File: config.mk
export PLATFORM = sky130hd
export DESIGN_NAME = register_scoreboard
export DESIGN_NICKNAME = d
export VERILOG_FILES = /design/src/rtl/register_scoreboard.sv
export SDC_FILE = /design/constraint.sdc
export NUM_CORES = 1
export LEC_CHECK = 0
export ABC_CLOCK_PERIOD_IN_PS = 21300
export CAP_MARGIN = 0
export CORE_UTILIZATION = 44
export DETAILED_ROUTE_END_ITERATION = 8
export GPL_TIMING_DRIVEN = 1
export PLACE_DENSITY = 0.68
export SYNTH_ARGS = -nofsm -noshare
export SYNTH_HDL_FRONTEND = slang
export SYNTH_SLANG_ARGS = --single-unit
File: constraint.sdc
create_clock -name clk -period 21.3 [get_ports clk]
set_input_delay 4.26 -clock clk [delete_from_list [all_inputs] [get_ports clk]]
set_output_delay 4.26 -clock clk [all_outputs]
set_load 0.05 [all_outputs]
File: src/rtl/register_scoreboard.sv
// Register file with per-register pending-write counters for in-order issue.
// Tracks outstanding writebacks, flags read hazards and optionally forwards writeback data.
module register_scoreboard #(
  parameter int LEN_REG   = 32,
  parameter int LEN_REGNO = 4,
  parameter int LEN_PEND  = 2,
  parameter int BYPASS    = 1
) (
  input  logic                 clk,
  input  logic                 rst,
  input  logic [LEN_REGNO-1:0] rd_regno_i,
  input  logic [LEN_REGNO-1:0] rs_regno_i,
  input  logic                 rd_use_i,
  input  logic                 rs_use_i,
  output logic [LEN_REG-1:0]   rd_data_o,
  output logic [LEN_REG-1:0]   rs_data_o,
  output logic                 rd_busy_o,
  output logic                 rs_busy_o,
  output logic                 hazard_o,
  input  logic                 rsv_i,
  input  logic [LEN_REGNO-1:0] rsv_regno_i,
  output logic                 rsv_ok_o,
  input  logic                 wb_i,
  input  logic [LEN_REGNO-1:0] wb_regno_i,
  input  logic [LEN_REG-1:0]   wb_data_i,
  output logic                 pend_any_o,
  output logic                 err_o
);

  localparam int NREG = 2 ** LEN_REGNO;
  localparam logic [LEN_PEND-1:0] PMAX = {LEN_PEND{1'b1}};
  localparam logic [LEN_PEND-1:0] PONE = LEN_PEND'(1);

  logic [LEN_REG-1:0]  data_arr [NREG];
  logic [LEN_PEND-1:0] pend_arr [NREG];
  logic [NREG-1:0]     pend_nz;

  logic rd_wb_hit, rs_wb_hit, rsv_wb_hit;
  logic err_reg, err_next;

  assign rd_wb_hit  = wb_i & (wb_regno_i == rd_regno_i);
  assign rs_wb_hit  = wb_i & (wb_regno_i == rs_regno_i);
  assign rsv_wb_hit = wb_i & (wb_regno_i == rsv_regno_i);

  assign rd_data_o = ((BYPASS != 0) && rd_wb_hit) ? wb_data_i : data_arr[rd_regno_i];
  assign rs_data_o = ((BYPASS != 0) && rs_wb_hit) ? wb_data_i : data_arr[rs_regno_i];

  // The final outstanding write retiring this cycle is forwarded, so it no longer blocks.
  assign rd_busy_o = (pend_arr[rd_regno_i] != '0) &
                     !((BYPASS != 0) && rd_wb_hit && (pend_arr[rd_regno_i] == PONE));
  assign rs_busy_o = (pend_arr[rs_regno_i] != '0) &
                     !((BYPASS != 0) && rs_wb_hit && (pend_arr[rs_regno_i] == PONE));

  assign hazard_o = (rd_use_i & rd_busy_o) | (rs_use_i & rs_busy_o);

  // A full counter can still accept when a same-register writeback frees a slot.
  assign rsv_ok_o = rsv_i & ((pend_arr[rsv_regno_i] != PMAX) | rsv_wb_hit);

  assign pend_any_o = |pend_nz;

  for (genvar gi = 0; gi < NREG; gi++) begin : g_reg
    logic [LEN_REG-1:0]  data_reg;
    logic [LEN_PEND-1:0] pend_reg, pend_next;
    logic                wb_hit, inc;

    assign wb_hit = wb_i & (wb_regno_i == LEN_REGNO'(gi));
    assign inc    = rsv_ok_o & (rsv_regno_i == LEN_REGNO'(gi));

    always_comb begin
      pend_next = pend_reg;
      if (inc && !wb_hit) begin
        if (pend_reg != PMAX) pend_next = pend_reg + PONE;
      end else if (wb_hit && !inc && (pend_reg != '0)) begin
        pend_next = pend_reg - PONE;
      end
    end

    always_ff @(posedge clk or posedge rst) begin
      if (rst) begin
        data_reg <= '0;
        pend_reg <= '0;
      end else begin
        pend_reg <= pend_next;
        if (wb_hit) data_reg <= wb_data_i;
      end
    end

    assign data_arr[gi] = data_reg;
    assign pend_arr[gi] = pend_reg;
    assign pend_nz[gi]  = |pend_reg;
  end

  // Writeback with nothing outstanding (and not matched by a same-cycle reservation).
  assign err_next = wb_i & (pend_arr[wb_regno_i] == '0) & !(rsv_ok_o & rsv_wb_hit);

  always_ff @(posedge clk or posedge rst) begin
    if (rst) err_reg <= 1'b0;
    else     err_reg <= err_next;
  end

  assign err_o = err_reg;

endmodule

==> Word level (Yosys, flattened, before mapping) <==
Cells that the tools add are included.
W data, S select, Z words.
{ "totals": {"ff_bits": 545, "latchBits": 0, "ram_bits": 0, "romBits": 0, "wordCells": 393, "n_memories": 0} }
{ "classes": {"add_sub_neg": 32, "mul": 0, "n_div": 0, "order_cmp": 4, "eq_ne": 68, "shift": 0, "mux": 68, "bitwise_logic": 49, "n_reduce_logical": 139} }
{ "ops": {"columns": ["operator", "count"], "rows": [
  ["$bmux W32 S4", 2],
  ["$mux W32", 6],
  ["$mux W2", 56],
  ["$reduce_bool A2 Y1", 34],
  ["$eq A4 B4 Y1 const B", 16],
  ["$logic_and A1 B1 Y1", 50],
  ["$and A1 B1 Y1", 43],
  ["$logic_not A1 Y1", 35],
  ["$ne A2 B2 Y1 const B", 17],
  ["$add A2 B1 Y2 const B", 16],
  ["$bmux W2 S4", 4],
  ["$eq A4 B3 Y1 const B", 8],
  ["$ne A2 B1 Y1 const B", 16],
  ["$reduce_and A2 Y1", 16],
  ["$reduce_or A32 Y1", 1],
  ["$sub A2 B1 Y2 const B", 16],
  ["$ge A5 B5 Y1 const B", 4],
  ["$not A4 Y5", 4],
  ["$eq A4 B2 Y1 const B", 4],
  ["$eq A4 B4 Y1", 3],
  ["$eq A4 B1 Y1 const B", 2],
  ["$logic_not A4 Y1", 2],
  ["$eq A2 B1 Y1 const B", 2],
  ["$logic_not A2 Y1", 1],
  ["$or A1 B1 Y1", 2]
]} }

==> Logic depth before layout (Yosys ltp) <==
Gate-level depths: netlist of the first run.
{ "depth": {"word_depth": 13, "depth_mapped": 11, "ltp_nobuf": 8} }

==> Least setup slack after synthesis of the first run <==
No wires, ideal clock.
{ "synth_path": {"path_type": "input to output", "startpoint": "input port rd_regno_i[1]", "endpoint": "output port hazard_o", "arrival_ns": 6.549, "slack_ns": 10.491, "stages": 8, "path_buffers": 3, "path_cell_list": "buf_2 > buf_1 > clkbuf_1 > mux4_2 > mux2i_1 > nand2_1 > and3_1 > a22o_1"} }
{ "synth_between": {"elab_chain_cells": 10} }
{ "synth_rtl": {"columns": ["element", "line_no", "rtl"], "rows": [
  ["from (decl)", "11", "input logic [LEN_REGNO-1:0] rd_regno_i,"],
  ["$not A4 Y5 (implied by the code)", "49, 50", null],
  ["$bmux W2 S4", "49, 50", null],
  ["$mux W2 (implied by the code) (2 in a row)", "49, 50", null],
  ["$eq A2 B1 Y1", "50", "!((BYPASS != 0) && rd_wb_hit && (pend_arr[rd_regno_i] == PONE));"],
  ["$logic_and A1 B1 Y1", "50", null],
  ["$logic_not A1 Y1", "50", null],
  ["$and A1 B1 Y1 *", "49", "assign rd_busy_o = (pend_arr[rd_regno_i] != '0) &"],
  ["via rd_busy_o", "17", "output logic rd_busy_o,"],
  ["$and A1 B1 Y1 *", "54", "assign hazard_o = (rd_use_i & rd_busy_o) | (rs_use_i & rs_busy_o);"],
  ["$or A1 B1 Y1 *", "54", null],
  ["to (decl)", "19", "output logic hazard_o,"]
]} }
Mark *: on every way through the listed nets, which the timed path passes. The rest lies on a longest branch. The select of a mux whose other input is x is not followed.

==> Worst setup path in the final report of the first run <==
{ "layout_path": {"startpoint": "input port rs_regno_i[0]", "endpoint": "output port rs_data_o[10]"} }
{ "layout_between": {"elab_chain_cells": 5} }
{ "layout_rtl": {"columns": ["element", "line_no", "rtl"], "rows": [
  ["from (decl)", "12", "input logic [LEN_REGNO-1:0] rs_regno_i,"],
  ["$not A4 Y5 (implied by the code)", "46", "assign rs_data_o = ((BYPASS != 0) && rs_wb_hit) ? wb_data_i : data_arr[rs_regno_i];"],
  ["$bmux W32 S4", "46", null],
  ["$mux W32 (implied by the code) (2 in a row)", "46", null],
  ["$mux W32 *", "46", null],
  ["to (decl)", "16", "output logic [LEN_REG-1:0] rs_data_o,"]
]} }
Mark *: on every way between the ends. The rest lies on a longest branch, timed or not. The select of a mux whose other input is x is not followed.

==> impl_metrics.tcl, run 1 <==
set metrics [dict create \
    start_util_pct 44.6 \
    cts_buffer_depth 3 \
    yosys_warnings 0 \
    period_share_pct 61.0 \
    wl_met1_mm 35.6 \
    grt_pass1_wl_mm 141 \
    die_h_um 266 \
    clock-sinks 545 \
    holdWs_ns 0.494 \
    drive_gt1_share_pct 35.9 \
    crit_path_start "rs_regno_i[0]" \
    worstSetupPathType "input port to output port" \
    ys_types 68 \
    clkLatencyLatePin_ns 0.64 \
    crit_slowest_cell "buf_4" \
    p_leak_nw 14.7 \
    r2r_end "g_reg[8].pend_reg[0]$_DFFE_PP0P_" \
    gp_congestion 0.879 \
    die_area_um2 70800 \
    netlist_area_um2 30700 \
    syn_inst 2449 \
    grt_usage_pct 26.5 \
    reg2regPathDepth 8 \
    worstReg2RegStart "g_reg[2].pend_reg[1]$_DFFE_PP0P_" \
    setup_viol 0 \
    path_delay_family "buffers and inverters" \
    p_per_area_nw_per_um2 102 \
    crit_top_cell "buf_4" \
    vias 21500 \
    ys_seq_area_share_pct 44.5 \
    ys_ff_latch 545 \
    grt_max_degree 123 \
    status "finished clean" \
    fin_tns_setup_ns 0 \
    cp_max_fo 54 \
    routed.top_layer "met5" \
    drc_errors 0 \
    fmax_ghz 0.0769 \
    num_rows 96 \
    postCtsHoldBufs 0 \
    core_um2 68800 \
    drt-total-wl_mm 91.9 \
    final_hold_viol_count 0 \
    grt_pass1_vias 22700 \
    synth_nets 2503 \
    tritoncts "built" \
    drv_cap 0 \
    cp.required_ns 17.04 \
    port_buffers 123 \
    fin_nets 2485 \
    die_x_um 266 \
    htree_num_levels 2 \
    synth_edf_count 0 \
    wl_met3_mm 7.80 \
    vias_per_cell 6.30 \
    numCtsBuffers 57 \
    final_antenna_net_count 0 \
    slew_viol_final 0 \
    relSlewSlack_pct 10.2 \
    post-dp-hpwl_mm 52.5 \
    cts_root_buf "clkbuf_16" \
    fin_util_pct 50.3 \
    path_buf_inv 5 \
    period_needed_ns 13.00 \
    antenna_found_initial 2 \
    wl_met2_mm 44.8 \
    largest_reg_flops 512 \
    clk_pin_slew_ns 0.06 \
    worst_setup_path_end_kind "output port" \
    finalClockSkew_ns 0.0215 \
    ctsResizeCount 0 \
    drtPass1Iterations 6 \
    path_depth 8 \
    gr-total-overflow 0 \
    reg2reg_slack_ns 18.45 \
    crit_chain "clkbuf_8 > buf_4 > buf_4 > xor2_1 > nor4_2 > buf_4 > mux2_2 > clkdlybuf4s50_1" \
    worst_slew_pin_slew_ns 1.34 \
    max_stage_delay_ns 0.86 \
    pin_count 124 \
    wire_per_inst_um 27.0 \
    hold_path_class "flip-flop to flip-flop" \
    endpoint "rs_data_o[10]" \
    ys_async_sr_fraction_pct 100 \
    postCtsSetupRepairBufs 0 \
    critPathLaunchType "input port" \
    power.total_w 0.00352 \
    vdd_drop_max_mv 0.0636 \
    synth_ff_type "dfrtp_1" \
    syn_to_final_growth_pct 12.7 \
    worstPathArrival_ns 8.74 \
    drt_iter0_drc 2227 \
    grt_setup_unrepaired "no" \
    postSynthAreaPerCell_um2 12.5 \
]
==> per-layer routing <==
layer	vias up	GRT usage, %
met1	11300	34.8
met4	2	10.9
met5	-	0
li1	8848	-
met2	1053	43.6
met3	260	4.70
==> cells in the mapped netlist, types with 5 or more instances <==
master	n	share of area, %
nor4_1	7	0.14
clkbuf_1	142	1.7
nand3_1	14	0.23
buf_1	77	0.94
nor2b_1	8	0.16
inv_1	7	0.086
mux2_2	354	13
nand4_1	5	0.10
nand3b_1	5	0.12
dfrtp_1	545	44
xor2_1	13	0.37
mux4_2	344	25
a21oi_1	10	0.16
nor2_1	44	0.54
o21ai_0	25	0.41
buf_2	18	0.29
a211oi_1	6	0.15
mux2i_1	10	0.33
nand2b_1	7	0.14
nand2_1	703	8.6
and3_1	8	0.16
nor3_1	14	0.23
==> metrics by stage <==
stage	setup slack, ns	instances	cell area, um^2
floorplan	1.80	2449	30700
global placement	8.33	3303	32600
detailed placement	8.24	3303	32600
CTS	8.24	3406	34600
global route	8.04	3407	34600
finish	8.30	3407	34600
==> area by class of cell <==
class	instances	area, um^2
Fill cell	5736	34200
Sequential cell	545	13600
Inverter	8	37.5
Clock buffer	77	1650
Tap cell	931	1160
Timing Repair Buffer	166	1550
Antenna cell	1	2.50
Multi-Input combinational cell	1653	16200
Clock inverter	26	348
==> cell usage in the layout (no fill, tap or decap), drive strengths merged, types with 3 or more instances in the layout <==
cell	instances
or3b	5
nand2	703
o21ai	26
xnor2	3
o21bai	3
buf	49
nand3	14
a31o	3
nand3b	5
mux4	346
and2	3
clkdlybuf4s50	115
inv	12
nand2b	7
nor4	7
clkinv	13
nor2b	8
mux2	354
and3	10
clkbuf	79
nor2	44
o22a	3
o311ai	4
xor2	13
nor3	14
mux2i	10
bufinv	7
or4	3
a22oi	4
a211oi	7
or3	3
dfrtp	545
a21oi	11
o41ai	4
nand4	5
a22o	4
==> kinds of logic after synthesis <==
group	count (synthesis)	share of synthesized area, %
buffers and inverters	251	3.25
AO/OA/AOI/OAI	88	2.03
AND/OR/NAND/NOR	839	11.1
XOR/XNOR	16	0.457
multiplexers	710	38.7
flip-flops	545	44.5
==> tightest hold or removal path: stages (launching register included) <==
cell and delay (ns):
dfrtp_1 0.35, nand2_1 0.05, nand2_1 0.05
==> power by group <==
group | total [W] | leakage, nW | switching (W) | internal [W]
clock | 0.00107 | 0.992 | 0.000437 | 0.000629
combinational | 0.000991 | 6.97 | 0.000464 | 0.000527
sequential | 0.00146 | 6.77 | 0.000195 | 0.00127
==> worst min path at each step <==
| stage | startpoint | to | depth (start not counted) |
|---|---|---|---|
| final | g_reg[4].data_reg[21]$_DFFE_PP0P_ | g_reg[4].data_reg[21]$_DFFE_PP0P_ | 2 |
| after global routing | g_reg[4].data_reg[30]$_DFFE_PP0P_ | g_reg[4].data_reg[30]$_DFFE_PP0P_ | 2 |
| after CTS | g_reg[15].data_reg[22]$_DFFE_PP0P_ | g_reg[15].data_reg[22]$_DFFE_PP0P_ | 2 |
| after detailed placement | g_reg[15].data_reg[22]$_DFFE_PP0P_ | g_reg[15].data_reg[22]$_DFFE_PP0P_ | 2 |
| after global placement | g_reg[14].data_reg[1]$_DFFE_PP0P_ | g_reg[14].data_reg[1]$_DFFE_PP0P_ | 2 |
| after floorplan | g_reg[2].data_reg[30]$_DFFE_PP0P_ | g_reg[2].data_reg[30]$_DFFE_PP0P_ | 2 |
Power figures use the tool's default switching activity.
==> run 2, diff against run 1 <==
ABC_CLOCK_PERIOD_IN_PS = 11300   (was 21300)
PLACE_DENSITY = 0.7   (was 0.68)
clock period = 11.3 ns   (was 21.3 ns; I/O delays follow)
==> run 2 against run 1 <==
Register-to-register slack got worse by 9.8 ns. Worst setup slack got worse by 5.1 ns. Utilization barely moved. Largest power group unchanged.
==> impl_metrics.tcl, run 2 (synthesis gave the netlist of run 1 again) <==
set metrics [dict create \
    status "finished clean" \
    drt_iter0_drc 2278 \
    relSlewSlack_pct 17.1 \
    grt_max_degree 147 \
    postCtsSetupRepairBufs 0 \
    post-dp-hpwl_mm 52.3 \
    drt-total-wl_mm 90.3 \
    num_rows 96 \
    wl_met2_mm 43.9 \
    period_share_pct 72.1 \
    drive_gt1_share_pct 35.6 \
    path_depth 6 \
    crit_chain "clkbuf_8 > buf_4 > mux4_2 > mux4_2 > mux2_2 > clkdlybuf4s50_1" \
    final_common_cell "nand2_1" \
    worst_slew_pin_slew_ns 1.24 \
    crit_slowest_cell "clkbuf_8" \
    critPathLaunchType "input port" \
    vias_per_cell 6.28 \
    hold_path_class "flip-flop to flip-flop" \
    cp.required_ns 9.04 \
    die_x_um 266 \
    cp_max_fo 84 \
    p_leak_nw 14.7 \
    path_delay_family "buffers and inverters" \
    numCtsBuffers 58 \
    holdWs_ns 0.494 \
    die_area_um2 70800 \
    wl_met1_mm 35.5 \
    wl_met3_mm 7.58 \
    min_path_cells 2 \
    hp-start "g_reg[14].data_reg[1]$_DFFE_PP0P_" \
    port_buffers 123 \
    die_h_um 266 \
    reg2regPathDepth 8 \
    slew_viol_final 0 \
    worstSetupPathType "input port to output port" \
    syn_to_final_growth_pct 12.7 \
    fin_tns_setup_ns 0 \
    clkLatencyLatePin_ns 0.63 \
    gp_congestion 0.901 \
    crit_top_cell "mux4_2" \
    drc_errors 0 \
    fin_nets 2483 \
    final_antenna_net_count 0 \
    start_util_pct 44.6 \
    grt_pass1_vias 22600 \
    finalClockSkew_ns 0.00914 \
    vias 21400 \
    final_hold_viol_count 0 \
    pin_count 124 \
    largest_reg_flops 512 \
    p_per_area_nw_per_um2 192 \
    vdd_drop_max_mv 0.164 \
    cts_buffer_depth 3 \
    path_buf_inv 3 \
    setup_viol 0 \
    period_needed_ns 8.14 \
    clk_pin_slew_ns 0.06 \
    drv_cap 0 \
    worstReg2RegStart "g_reg[0].pend_reg[1]$_DFFE_PP0P_" \
    fmax_ghz 0.123 \
    antenna_found_initial 3 \
    fin_util_pct 50.2 \
    wire_per_inst_um 26.5 \
    gr-total-overflow 0 \
    tritoncts "built" \
    grt_setup_unrepaired "no" \
    grt_usage_pct 26.3 \
    htree_num_levels 2 \
    routed.top_layer "met5" \
    final_cell_mix "nand2_1 (697), dfrtp_1 (545), mux2_2 (354), mux4_2 (344), clkdlybuf4s50_1 (115)" \
    postCtsHoldBufs 0 \
    ctsResizeCount 0 \
    crit_path_start "rd_regno_i[0]" \
    clock-sinks 545 \
    core_um2 68800 \
    drtPass1Iterations 8 \
    max_stage_delay_ns 0.75 \
    worst_setup_path_end_kind "output port" \
    worstPathArrival_ns 5.88 \
    grt_pass1_wl_mm 140 \
    antenna_cells 0 \
    cts_root_buf "clkbuf_16" \
    reg2reg_slack_ns 8.67 \
]
==> run 2: layer usage <==
metal  track usage (%)  vias up
met5                 0        -
met4              9.71        6
met3              5.64      226
met2              42.4      983
met1              35.1    11300
li1                  -     8838
==> run 2: path summary, 6_finish.rpt <==
path,end
worst min-delay path,g_reg[14].data_reg[1]$_DFFE_PP0P_
min in group asynchronous,g_reg[7].pend_reg[0]$_DFFE_PP0P_
max in group asynchronous,g_reg[11].data_reg[15]$_DFFE_PP0P_
worst min register to register,g_reg[14].data_reg[1]$_DFFE_PP0P_
worst max-delay path,rd_data_o[30]
worst max register to register,g_reg[8].pend_reg[0]$_DFFE_PP0P_
==> run 2: worst register-to-register path, cell delays in order (launching register included) <==
cell	delay (ns)
dfrtp_1	0.52
mux4_2	0.30
a22oi_1	0.08
and3_2	0.27
o21ai_4	0.26
and2_4	0.36
inv_2	0.19
a311o_1	0.34
a211oi_1	0.21
==> run 2: power breakdown <==
group          total (W)  leakage, nW  switching [W]  internal, W
Clock            0.00200        0.980       0.000824      0.00117
Sequential       0.00277         6.77       0.000383      0.00239
Combinational    0.00186         6.95       0.000863     0.000993
Total            0.00663         14.7        0.00207      0.00456
==> run 2: cell type report <==
class	instances	area [um^2]
repair buffers	163	1560
flip-flops and latches	545	13600
multi-input cells	1653	16200
clock buffers	85	1690
clock inverters	22	299
inverters	8	33.8
well taps	931	1160
fillers	5781	34300
==> run 2: through the flow <==
| step | setup slack, ns | std cells | total power [W] | cell area (um^2) |
|---|---|---|---|---|
| 6_report | 3.16 | 3407 | 0.00663 | 34600 |
| 5_1_grt | 2.95 | 3407 | 0.00692 | 34600 |
| 4_1_cts | 3.12 | 3407 | 0.00665 | 34600 |
| 3_5_place_dp | 3.12 | 3300 | 0.00465 | 32600 |
| 3_3_place_gp | 3.15 | 3300 | 0.00455 | 32600 |
| 2_1_floorplan | 1.63 | 2449 | 0.00411 | 30700 |
